===== src/rtl/div_issue_ctrl_pkg.sv =====
// Shared constants for the pipelined divider and its issue controller.
//   DIV_LAT_64 : issue-to-result latency of a 64-bit divide
//   DIV_LAT_32 : issue-to-result latency of a 32-bit (W) divide
//   DIV_CNT_W  : default width of the in-flight counter
package div_issue_ctrl_pkg;

    localparam int DIV_LAT_64 = 33;
    localparam int DIV_LAT_32 = 17;
    localparam int DIV_CNT_W  = 6;

    // True when a cnt_w-bit counter can hold max_ops without wrapping.
    function automatic bit cnt_fits(input int cnt_w, input int max_ops);
        return (64'd1 << cnt_w) > 64'(max_ops);
    endfunction

endpackage


===== src/rtl/div_issue_if.sv =====
// Request handshake between the rename/read stage and the divider issue controller.
//   req_valid : head request is a divide
//   req_op32  : head request is a W-form (32-bit) op
//   req_ready : controller accepts the head request this cycle
//   issue     : qualified divider input valid (req_valid & req_ready)
interface div_issue_if;

    logic req_valid;
    logic req_op32;
    logic req_ready;
    logic issue;

    modport master (
        output req_valid,
        output req_op32,
        input  req_ready,
        input  issue
    );

    modport slave (
        input  req_valid,
        input  req_op32,
        output req_ready,
        output issue
    );

endinterface


===== src/rtl/div_issue_ctrl.sv =====
// Issue controller for the 64-bit pipelined divider.
// Keeps a writeback-slot reservation vector so that short (32-bit) and long
// (64-bit) ops never complete in the same cycle, counts in-flight ops, honours
// kill/drain and flags any divider completion that was not expected.
// Ports:
//   clk_i, rstn_i    : clock, asynchronous active-low reset
//   kill_i           : flush of all in-flight divides
//   drain_i          : blocks new issue
//   req              : request handshake (slave side)
//   div_out_valid_i  : divider output valid
//   wb_expect_o      : a divider result is due this cycle
//   inflight_o       : issued, not yet completed ops
//   idle_o           : inflight_o == 0
//   mismatch_o       : sticky, completion differed from expectation
module div_issue_ctrl
    import div_issue_ctrl_pkg::*;
#(
    parameter int LAT_64 = DIV_LAT_64,
    parameter int LAT_32 = DIV_LAT_32,
    parameter int CNT_W  = DIV_CNT_W
) (
    input  logic             clk_i,
    input  logic             rstn_i,
    input  logic             kill_i,
    input  logic             drain_i,
    div_issue_if.slave       req,
    input  logic             div_out_valid_i,
    output logic             wb_expect_o,
    output logic [CNT_W-1:0] inflight_o,
    output logic             idle_o,
    output logic             mismatch_o
);

    if (LAT_32 < 1 || LAT_32 >= LAT_64 || !cnt_fits(CNT_W, LAT_64)) begin : g_bad_params
        $error("div_issue_ctrl: need 1 <= LAT_32 < LAT_64 and 2**CNT_W > LAT_64");
    end

    // res_q[k] set: a result is due k cycles from now
    logic [LAT_64:0]  res_q;
    logic [LAT_64:0]  res_d;
    logic [CNT_W-1:0] inflight_q;
    logic [CNT_W-1:0] inflight_d;
    logic             mismatch_q;
    logic             slot_busy;
    logic             ready;
    logic             issue;

    // The slot an op would land in is checked against its own latency, so
    // only a long op issued LAT_64-LAT_32 cycles earlier can block a short op.
    assign slot_busy = req.req_op32 ? res_q[LAT_32] : res_q[LAT_64];
    assign ready     = ~kill_i & ~drain_i & ~slot_busy;
    assign issue     = req.req_valid & ready;

    always_comb begin
        res_d = {1'b0, res_q[LAT_64:1]};
        if (issue) begin
            if (req.req_op32) begin
                res_d[LAT_32-1] = 1'b1;
            end else begin
                res_d[LAT_64-1] = 1'b1;
            end
        end
    end

    // Issue and completion in the same cycle cancel out.
    assign inflight_d = inflight_q + CNT_W'(issue) - CNT_W'(res_q[0]);

    always_ff @(posedge clk_i or negedge rstn_i) begin
        if (!rstn_i) begin
            res_q      <= '0;
            inflight_q <= '0;
            mismatch_q <= 1'b0;
        end else if (kill_i) begin
            // The divider is flushed on this same edge; drop all bookkeeping
            // but keep the sticky error from earlier cycles.
            res_q      <= '0;
            inflight_q <= '0;
        end else begin
            res_q      <= res_d;
            inflight_q <= inflight_d;
            if (div_out_valid_i != res_q[0]) begin
                mismatch_q <= 1'b1;
            end
        end
    end

    assign req.req_ready = ready;
    assign req.issue     = issue;
    assign wb_expect_o   = res_q[0];
    assign inflight_o    = inflight_q;
    assign idle_o        = (inflight_q == '0);
    assign mismatch_o    = mismatch_q;

endmodule


===== src/flat_wrapper.sv =====
// flat-port wrapper written by rule: the top's interface ports become plain ports
module div_issue_ctrl_flat import div_issue_ctrl_pkg::*;
#(
    parameter int LAT_64 = DIV_LAT_64,
    parameter int LAT_32 = DIV_LAT_32,
    parameter int CNT_W  = DIV_CNT_W
)
  (clk_i, rstn_i, kill_i, drain_i, div_out_valid_i, wb_expect_o, inflight_o, idle_o, mismatch_o, req_req_valid, req_req_op32, req_req_ready, req_issue);
  div_issue_if req_i ();
  input  logic clk_i;
  input  logic rstn_i;
  input  logic kill_i;
  input  logic drain_i;
  input  logic div_out_valid_i;
  output logic wb_expect_o;
  output logic [CNT_W-1:0] inflight_o;
  output logic idle_o;
  output logic mismatch_o;
  input wire logic [$bits(req_i.req_valid)-1:0] req_req_valid;
  input wire logic [$bits(req_i.req_op32)-1:0] req_req_op32;
  output wire logic [$bits(req_i.req_ready)-1:0] req_req_ready;
  output wire logic [$bits(req_i.issue)-1:0] req_issue;
  assign req_i.req_valid = req_req_valid;
  assign req_i.req_op32 = req_req_op32;
  assign req_req_ready = req_i.req_ready;
  assign req_issue = req_i.issue;
  div_issue_ctrl #(.LAT_64(LAT_64), .LAT_32(LAT_32), .CNT_W(CNT_W)) u_core (.clk_i(clk_i), .rstn_i(rstn_i), .kill_i(kill_i), .drain_i(drain_i), .req(req_i), .div_out_valid_i(div_out_valid_i), .wb_expect_o(wb_expect_o), .inflight_o(inflight_o), .idle_o(idle_o), .mismatch_o(mismatch_o));
endmodule

===== config.mk =====
export PLATFORM = sky130hd
export DESIGN_NAME = div_issue_ctrl_flat
export DESIGN_NICKNAME = d
export VERILOG_FILES = /design/src/rtl/div_issue_ctrl_pkg.sv /design/src/rtl/div_issue_if.sv /design/src/rtl/div_issue_ctrl.sv /design/src/flat_wrapper.sv
export SDC_FILE = /design/constraint.sdc
export NUM_CORES = 1
export LEC_CHECK = 0
export ABC_AREA = 1
export CAP_MARGIN = 25
export CORE_ASPECT_RATIO = 0.9
export CORE_UTILIZATION = 37
export CTS_CLUSTER_SIZE = 10
export DETAILED_ROUTE_END_ITERATION = 10
export PLACE_DENSITY_LB_ADDON = 0.05
export RECOVER_POWER = 50
export SKIP_CTS_REPAIR_TIMING = 1
export SLEW_MARGIN = 20
export SYNTH_ARGS = -nofsm -noshare
export SYNTH_HDL_FRONTEND = slang
export SYNTH_SLANG_ARGS = --single-unit

===== constraint.sdc =====
create_clock -name clk_i -period 2.4 [get_ports clk_i]
set_input_delay 0.36 -clock clk_i [delete_from_list [all_inputs] [get_ports clk_i]]
set_output_delay 0.36 -clock clk_i [all_outputs]
set_load 0.05 [all_outputs]

==> results of run 1 <==
[worst paths after layout]
| path | start | endpoint | slack, ns | depth (start not counted) |
|---|---|---|---|---|
| worst min-delay path | u_core.res_q[8] | u_core.res_q[7] | 0.46 | 2 |
| worst min register to register | u_core.res_q[8] | u_core.res_q[7] | 0.46 | 2 |
| min in group asynchronous | rstn_i | u_core.inflight_o[3] | 0.68 | 1 |
| worst max register to register | u_core.res_q[17] | u_core.inflight_o[4] | 0.34 | 14 |
| max in group asynchronous | rstn_i | u_core.res_q[19] | 0.51 | 1 |
| worst max-delay path | drain_i | u_core.inflight_o[4] | 0.18 | 15 |
[Yosys cell counts]
| library cell | number |
|---|---|
| buf_6 | 1 |
| nor2_1 | 41 |
| a21oi_1 | 3 |
| clkinv_2 | 1 |
| buf_2 | 3 |
| xnor2_1 | 1 |
| inv_2 | 1 |
| ha_1 | 8 |
| o21ai_0 | 2 |
| dfrtp_1 | 40 |
| inv_1 | 46 |
| nor2_4 | 1 |
| fa_1 | 1 |
| nand2_1 | 16 |
| a31oi_1 | 1 |
| nand2_2 | 3 |
| nor3_1 | 2 |
| nand3_1 | 2 |
| o21bai_1 | 1 |
| nand4_1 | 1 |
[report_power, final]
| group | switching (mW) | internal (mW) |
|---|---|---|
| Sequential | 0.00920 | 0.691 |
| Combinational | 0.208 | 0.107 |
| Clock | 0.213 | 0.198 |
[sequential cells by signal, indices dropped and copies added, names as in the netlist]
| register | cells |
|---|---|
| u_core.res_q | 33 |
| u_core.mismatch_o | 1 |
| u_core.inflight_o | 6 |
[stage by stage]
stage	instance area, um2	setup WS, ns	utilization [%]	TNS, ns	instances
2_1_floorplan	1650	0.0531	-	0	175
3_3_place_gp	1930	-0.144	46.0	-0.205	254
6_report	2000	0.181	47.9	0	261
4_1_cts	2000	0.0814	47.9	0	261
5_1_grt	2000	0.0275	47.9	0	261
3_5_place_dp	1930	-0.201	46.0	-0.318	254
[cell families (layout without fill, tap and decap cells)]
| group | Yosys count | after routing | share of synthesized area (%) |
|---|---|---|---|
| xor+xnor | 1 | 1 | 0.532 |
| compound gates | 7 | 7 | 2.36 |
| fa+ha+maj | 9 | 9 | 7.30 |
| flops | 40 | 40 | 60.8 |
| buf+inv | 52 | 78 | 12.6 |
| simple gates | 66 | 66 | 16.4 |
[worst reg2reg max path: cells and delay by family, from the launching register on]
kind            cells  cell delay, ns
buf+inv             2            0.10
simple gates        8            0.50
fa+ha+maj           3            0.85
flops               1            0.39
compound gates      1            0.13
[metal layers]
layer	vias to the layer above	wire, um
li1	548	-
met1	488	1430
met2	21	1060
met3	5	99
met4	0	36
met5	-	0
[area by class of cell]
type | instances | area, um2 | area share, %
repair buffers | 23 | 228 | 11.4
well taps | 60 | 75.1 | 3.75
inverters | 48 | 181 | 9.05
multi-input cells | 83 | 442 | 22.0
flip-flops and latches | 40 | 1000 | 49.9
clock inverters | 1 | 5.00 | 0.250
clock buffers | 6 | 72.6 | 3.62
==> run summary, run 1 <==
• **run status** finished with violations
• **failing checks** capacitance limit, slew limit
• **antenna violations before repair** 0
• **clk_skew** 0.00207 ns
• **share of final-layout standard cells stronger than drive strength 1** 9.95%
• **IO buf count** 17
• **critical-path maximum fanout** 2
• **global routing met1 resource utilization** 19.3%
• **cts bufs inserted** 5
• **max-cap check violation count** 1
• **std cell rows** 22
• **number of levels in the clock H-tree** 2
• **Total Die Area** 4720 um2
• **clock tree from TritonCTS** done
• **DRC violation count after routing** 0
• **transition at the pin with the smallest max-transition slack** 2.11 ns
• **most frequent cells in the layout** inv_1, nor2_1, dfrtp_1, nand2_1, clkdlybuf4s50_1
• **Antenna Nets Post-Route** 0
• **type of destination of the critical path** flip-flop
• **Crit path required time** 2.58 ns
• **hold violation total from the final report** 0
• **area of the mapped netlist** 1650 um2
• **critical-path cell list** clkdlybuf4s50_1, nor2_4, nand2_1, inv_2, nand2_2, ha_1, inv_1, ha_1, fa_1, nand2_1, nand2_1, a21oi_2, nand2_1, nand2_1, nor2_1
• **DR WL/cell** 10.1 um
• **routability congestion estimate** 0.799
• **Antenna diodes** 0
• **number of distinct library cell variants in the gate-level netlist after synthesis** 20
• **commonest non-fill, non-tap cell in the layout** inv_1
• **register bit total from synthesis** 40
• **final setup violating endpoints** 0
• **post-DR vias/cell** 4.07
• **pins over their slew limit** 41
• **register area share after synthesis** 60.8%
• **Post-Synthesis Net Count** 191
• **highest ir drop seen on vdd** 376 uV
• **clock latency on the worst-skew pair** 0.28 ns
• **synthesized instance count** 175
• **count of filler cells inserted in the layout** 431
• **Clock Root Buffer** clkbuf_8
• **vias post-DR** 1062
• **Max clock buf depth** 2
• **maximum number of pins on one net before global-route repair** 41
• **power density relative to cell area** 712 nW/um2
• **Worst slew margin** -40.8%
• **vertical extent of the die** 65.3 um
• **clock sink total** 40
• **global-route wire length before repair** 4660 um
• **grt ovf** 0
• **Crit path largest cell delay** 0.46 ns
• **RSZ-0062 raised after global routing** false
• **Initial DRT Pass Iterations** 4
• **category of the most critical setup path** primary input to flip-flop
• **cell leakage power** 0.990 nW
• **tightest hold margin** 0.457 ns
• **core area** 4180 um2
• **post-synth top area share** 60.8%
• **estimated wirelength of the detail-placed design** 1790 um
• **library cell occupying the most area in the post-synthesis netlist** dfrtp_1
• **arrival time at the worst endpoint** 2.40 ns
• **average cell area after synthesis** 9.41 um2
• **via count of the first global-routing pass** 1041
• **worst hold path type** flip-flop to flip-flop
• **die span in x** 72.3 um
• **Worst-path clk slew** 0.07 ns
• **Max Freq** 0.451 GHz
• **GR met3 Demand/Resource** 4.14%
• **Crit path top cell by count** nand2_1
• **number of nets in the finished design** 217
• **family of cells with the greatest summed delay on the critical path** adder cells
• **count of boundary I/O pins** 18
• **startpoint kind of the worst setup timing path** primary input
• **total chip power** 1.43 mW
• **layer carrying the most global-route usage** met1
• **dominant cells by area after synthesis** dfrtp_1, inv_1, nor2_1, ha_1, nand2_1
• **area overhead of the layout relative to synthesis** 21.7%
• **slowest cell on the critical path** clkdlybuf4s50_1
• **Yosys warning total** 0
• **Routed WL** 2630 um
• **total global-route track usage** 13.4%
• **post-layout minimum cycle time** 2.22 ns
• **met2 Use GR** 18.6%
• **Starting Density** 39.4%
• **WP buf/inv** 3
• **final cycle utilization of the critical path** 92.5%
• **First DRT Iteration DRCs** 69
Power figures use the tool's default switching activity.
==> inputs of run 2 (changes only) <==
- clock period: 2.4 -> 1.8 ns (I/O delays scaled with it)
==> run 2 against run 1 <==
  * The run ends with setup timing left
  * Clock skew grew 0.00097 ns
  * Routed wire length is 12% higher
  * Via count grew 6.0%
  * Setup slack worse by 0.33 ns
  * Total power grew 38%
  * Sequential share of layout area shrank 3.3 points
  * Combinational power up 53%
  * Global-route usage grew 1.8 points
  * Critical path type is now flip-flop to flip-flop
  * Highest routed layer unchanged
==> run summary, run 2 (synthesis gave the netlist of run 1 again) <==
• **run status** finished with violations
• **failing checks** setup timing
• **Routed WL** 2940 um, +12%
• **Max clock buf depth** 2, unchanged
• **Starting Density** 39.4%, unchanged
• **internal power component** 1.37 mW, +38%
• **most frequent cells in the layout** inv_1, nor2_1, dfrtp_1, buf_4, nand2_1
• **final setup violating endpoints** 2, +2
• **Total Die Area** 4720 um2, unchanged
• **final setup margin** -0.146 ns, -0.327 ns
• **final cycle utilization of the critical path** 108%
• **fraction of power consumed by combinational cells** 24.4%, +2.3 points
• **Worst slew margin** 66.1%, +110 points
• **family of cells with the greatest summed delay on the critical path** adder cells
• **commonest non-fill, non-tap cell in the layout** inv_1
• **Flop pwr share** 47.3%, -1.8 points
• **Crit path required time** 1.98 ns, -0.60 ns
• **placement-stage cell area** 2000 um2, +4.0%
• **Worst-path clk slew** 0.07 ns, about the same
• **clock latency on the worst-skew pair** 0.28 ns, about the same
• **cts bufs inserted** 5, unchanged
• **estimated wirelength of the detail-placed design** 2030 um, +13%
• **register name with the most flops** u_core.res_q
• **clk_skew** 0.00305 ns, +0.000975 ns
• **clock sink total** 40, unchanged
• **worst slack after detailed placement** -0.635 ns, -0.434 ns
• **end of the worst register-to-register path** u_core.inflight_o[4]
• **highest ir drop seen on vdd** 432 uV, +15%
• **transition at the pin with the smallest max-transition slack** 0.509 ns, -1.60 ns
• **number of nets in the finished design** 226, +4.1%
• **Non-Filler Cell Area, Final** 2150 um2, +7.1%
• **count of filler cells inserted in the layout** 391, -9.3%
• **startpoint kind of the worst setup timing path** flip-flop
• **Clock Power Share** 28.3%, -0.5 points
• **Layout Utilization** 51.3%, +3.4 points
• **Antenna diodes** 0, unchanged
• **critical-path maximum fanout** 2, unchanged
• **core area** 4180 um2, unchanged
• **slowest cell on the critical path** dfrtp_1
• **total global-route track usage** 15.3%, +1.8 points
• **RSZ-0062 raised after global routing** true
• **max reg flops** 33, unchanged
• **routability congestion estimate** 0.811, +1.5%
• **power density relative to cell area** 920 nW/um2, +29%
• **category of the most critical setup path** flip-flop to flip-flop
• **First DRT Iteration DRCs** 41, -41%
• **grt ovf** 0, unchanged
• **vias post-DR** 1126, +6.0%
• **DRC violation count after routing** 0, unchanged
• **maximum number of pins on one net before global-route repair** 36, -12%
• **IO buf count** 17, unchanged
• **DR WL/cell** 10.9 um, +8.2%
• **area overhead of the layout relative to synthesis** 30.3%
• **Initial DRT Pass Iterations** 4, unchanged
• **vertical extent of the die** 65.3 um, unchanged
• **antenna violations before repair** 0, unchanged
• **Sw Share** 30.6%, +0.42 points
• **hold violation total from the final report** 0, unchanged
• **power spent charging and discharging nets** 0.605 mW, +40%
• **count of boundary I/O pins** 18, unchanged
• **max-cap check violation count** 0, -1
• **WP buf/inv** 2, -1
• **pins over their slew limit** 0, -100%
• **number of levels in the clock H-tree** 2, unchanged
• **share of final-layout standard cells stronger than drive strength 1** 21.0%, +11 points
• **type of destination of the critical path** flip-flop
• **Crit path top cell by count** nand2_1
• **number of instances on the worst hold path** 3, +1
• **Antenna Nets Post-Route** 0, unchanged
• **post-DR vias/cell** 4.17, +2.5%
• **Clock Root Buffer** clkbuf_8
• **reg-to-reg slack, setup** -0.15 ns, -0.49 ns
• **global-route wire length before repair** 5340 um, +15%
• **arrival time at the worst endpoint** 2.13 ns, -0.27 ns
• **cell leakage power** 1.08 nW, +8.6%
• **worst hold path type** primary input to flip-flop
• **Max Freq** 0.514 GHz
• **via count of the first global-routing pass** 1170, +12%
• **critical-path cell list** nand2_1, nand2_2, clkinv_4, nand2_4, ha_4, inv_2, ha_4, fa_2, nand2_1, nand2_1, a21oi_2, nand2_1, nand2_1, nor2_1
• **Crit Reg-Reg Startpoint** u_core.res_q[17]
• **std cell rows** 22, unchanged
• **depth of the most critical reg-to-reg path** 14, unchanged
• **Hold Crit Endpoint** u_core.res_q[32]
• **post-layout minimum cycle time** 1.95 ns
• **die span in x** 72.3 um, unchanged
• **clock tree from TritonCTS** done
• **Crit path largest cell delay** 0.38 ns, -0.08 ns
• **worst min-delay path startpoint** req_req_op32
[run 2: cell count changes in the layout (fill, tap and decap cells not counted), moves of 2 or more]
cell and change:
clkbuf_1 -3, dlymetal6s2s_1 +2, clkdlybuf4s50_1 -5, ha_1 -2, ha_4 +2, buf_4 +11, inv_1 -2
[run 2: routing by layer]
metal | share of wire [%] | global-route usage, % | up-vias
li1 | - | - | 564
met1 | 46 | 18.9 | 538
met2 | 49 | 24.3 | 19
met3 | 3.8 | 4.29 | 5
met4 | 1.4 | 8.09 | 0
met5 | 0 | 0 | -
[run 2: worst register-to-register path: cells and delay by family (launching register included)]
family,cells,cell delay (ns)
compound gates,1,0.15
flops,1,0.38
fa+ha+maj,3,0.75
buf+inv,2,0.09
simple gates,8,0.47
[run 2: cell type report]
| type | count | area, um2 | area share (%) |
|---|---|---|---|
| inverter | 48 | 186 | 8.69 |
| clock buffer | 5 | 68.8 | 3.21 |
| sequential | 40 | 1000 | 46.6 |
| multi-input combinational | 83 | 488 | 22.7 |
| timing repair buffer | 32 | 314 | 14.6 |
| tap | 60 | 75.1 | 3.50 |
| clock inverter | 2 | 12.5 | 0.583 |
[run 2: worst max-delay path by stage]
stage                      from              endpoint  slack, ns  cells past startpoint
2_1_floorplan            kill_i  u_core.inflight_o[4]      -0.23                     15
3_3_place_gp             kill_i  u_core.inflight_o[4]      -0.61                     15
3_5_place_dp            drain_i  u_core.inflight_o[4]      -0.63                     15
4_1_cts                 drain_i  u_core.inflight_o[4]      -0.33                     15
5_1_grt        u_core.res_q[17]  u_core.inflight_o[4]      -0.29                     14
6_report       u_core.res_q[17]  u_core.inflight_o[4]      -0.15                     14
[run 2: through the flow]
stage / cells / hold WS (ns) / power, mW / setup TNS, ns
2_1_floorplan: 175 / -0.0256 / 1.24 / -0.291
3_3_place_gp: 258 / 0.260 / 1.42 / -2.13
3_5_place_dp: 258 / 0.270 / 1.43 / -2.24
4_1_cts: 265 / -0.0489 / 2.00 / -0.701
5_1_grt: 270 / 0.318 / 2.09 / -0.603
6_report: 270 / 0.305 / 1.97 / -0.267
[run 2: power groups by stage]
stage	clock [mW]	combinational [mW]	sequential [mW]
after floorplan	0	0.215	1.03
after global placement	0	0.471	0.952
after detailed placement	0	0.478	0.953
after CTS	0.589	0.479	0.935
after global routing	0.623	0.527	0.939
final	0.559	0.481	0.935
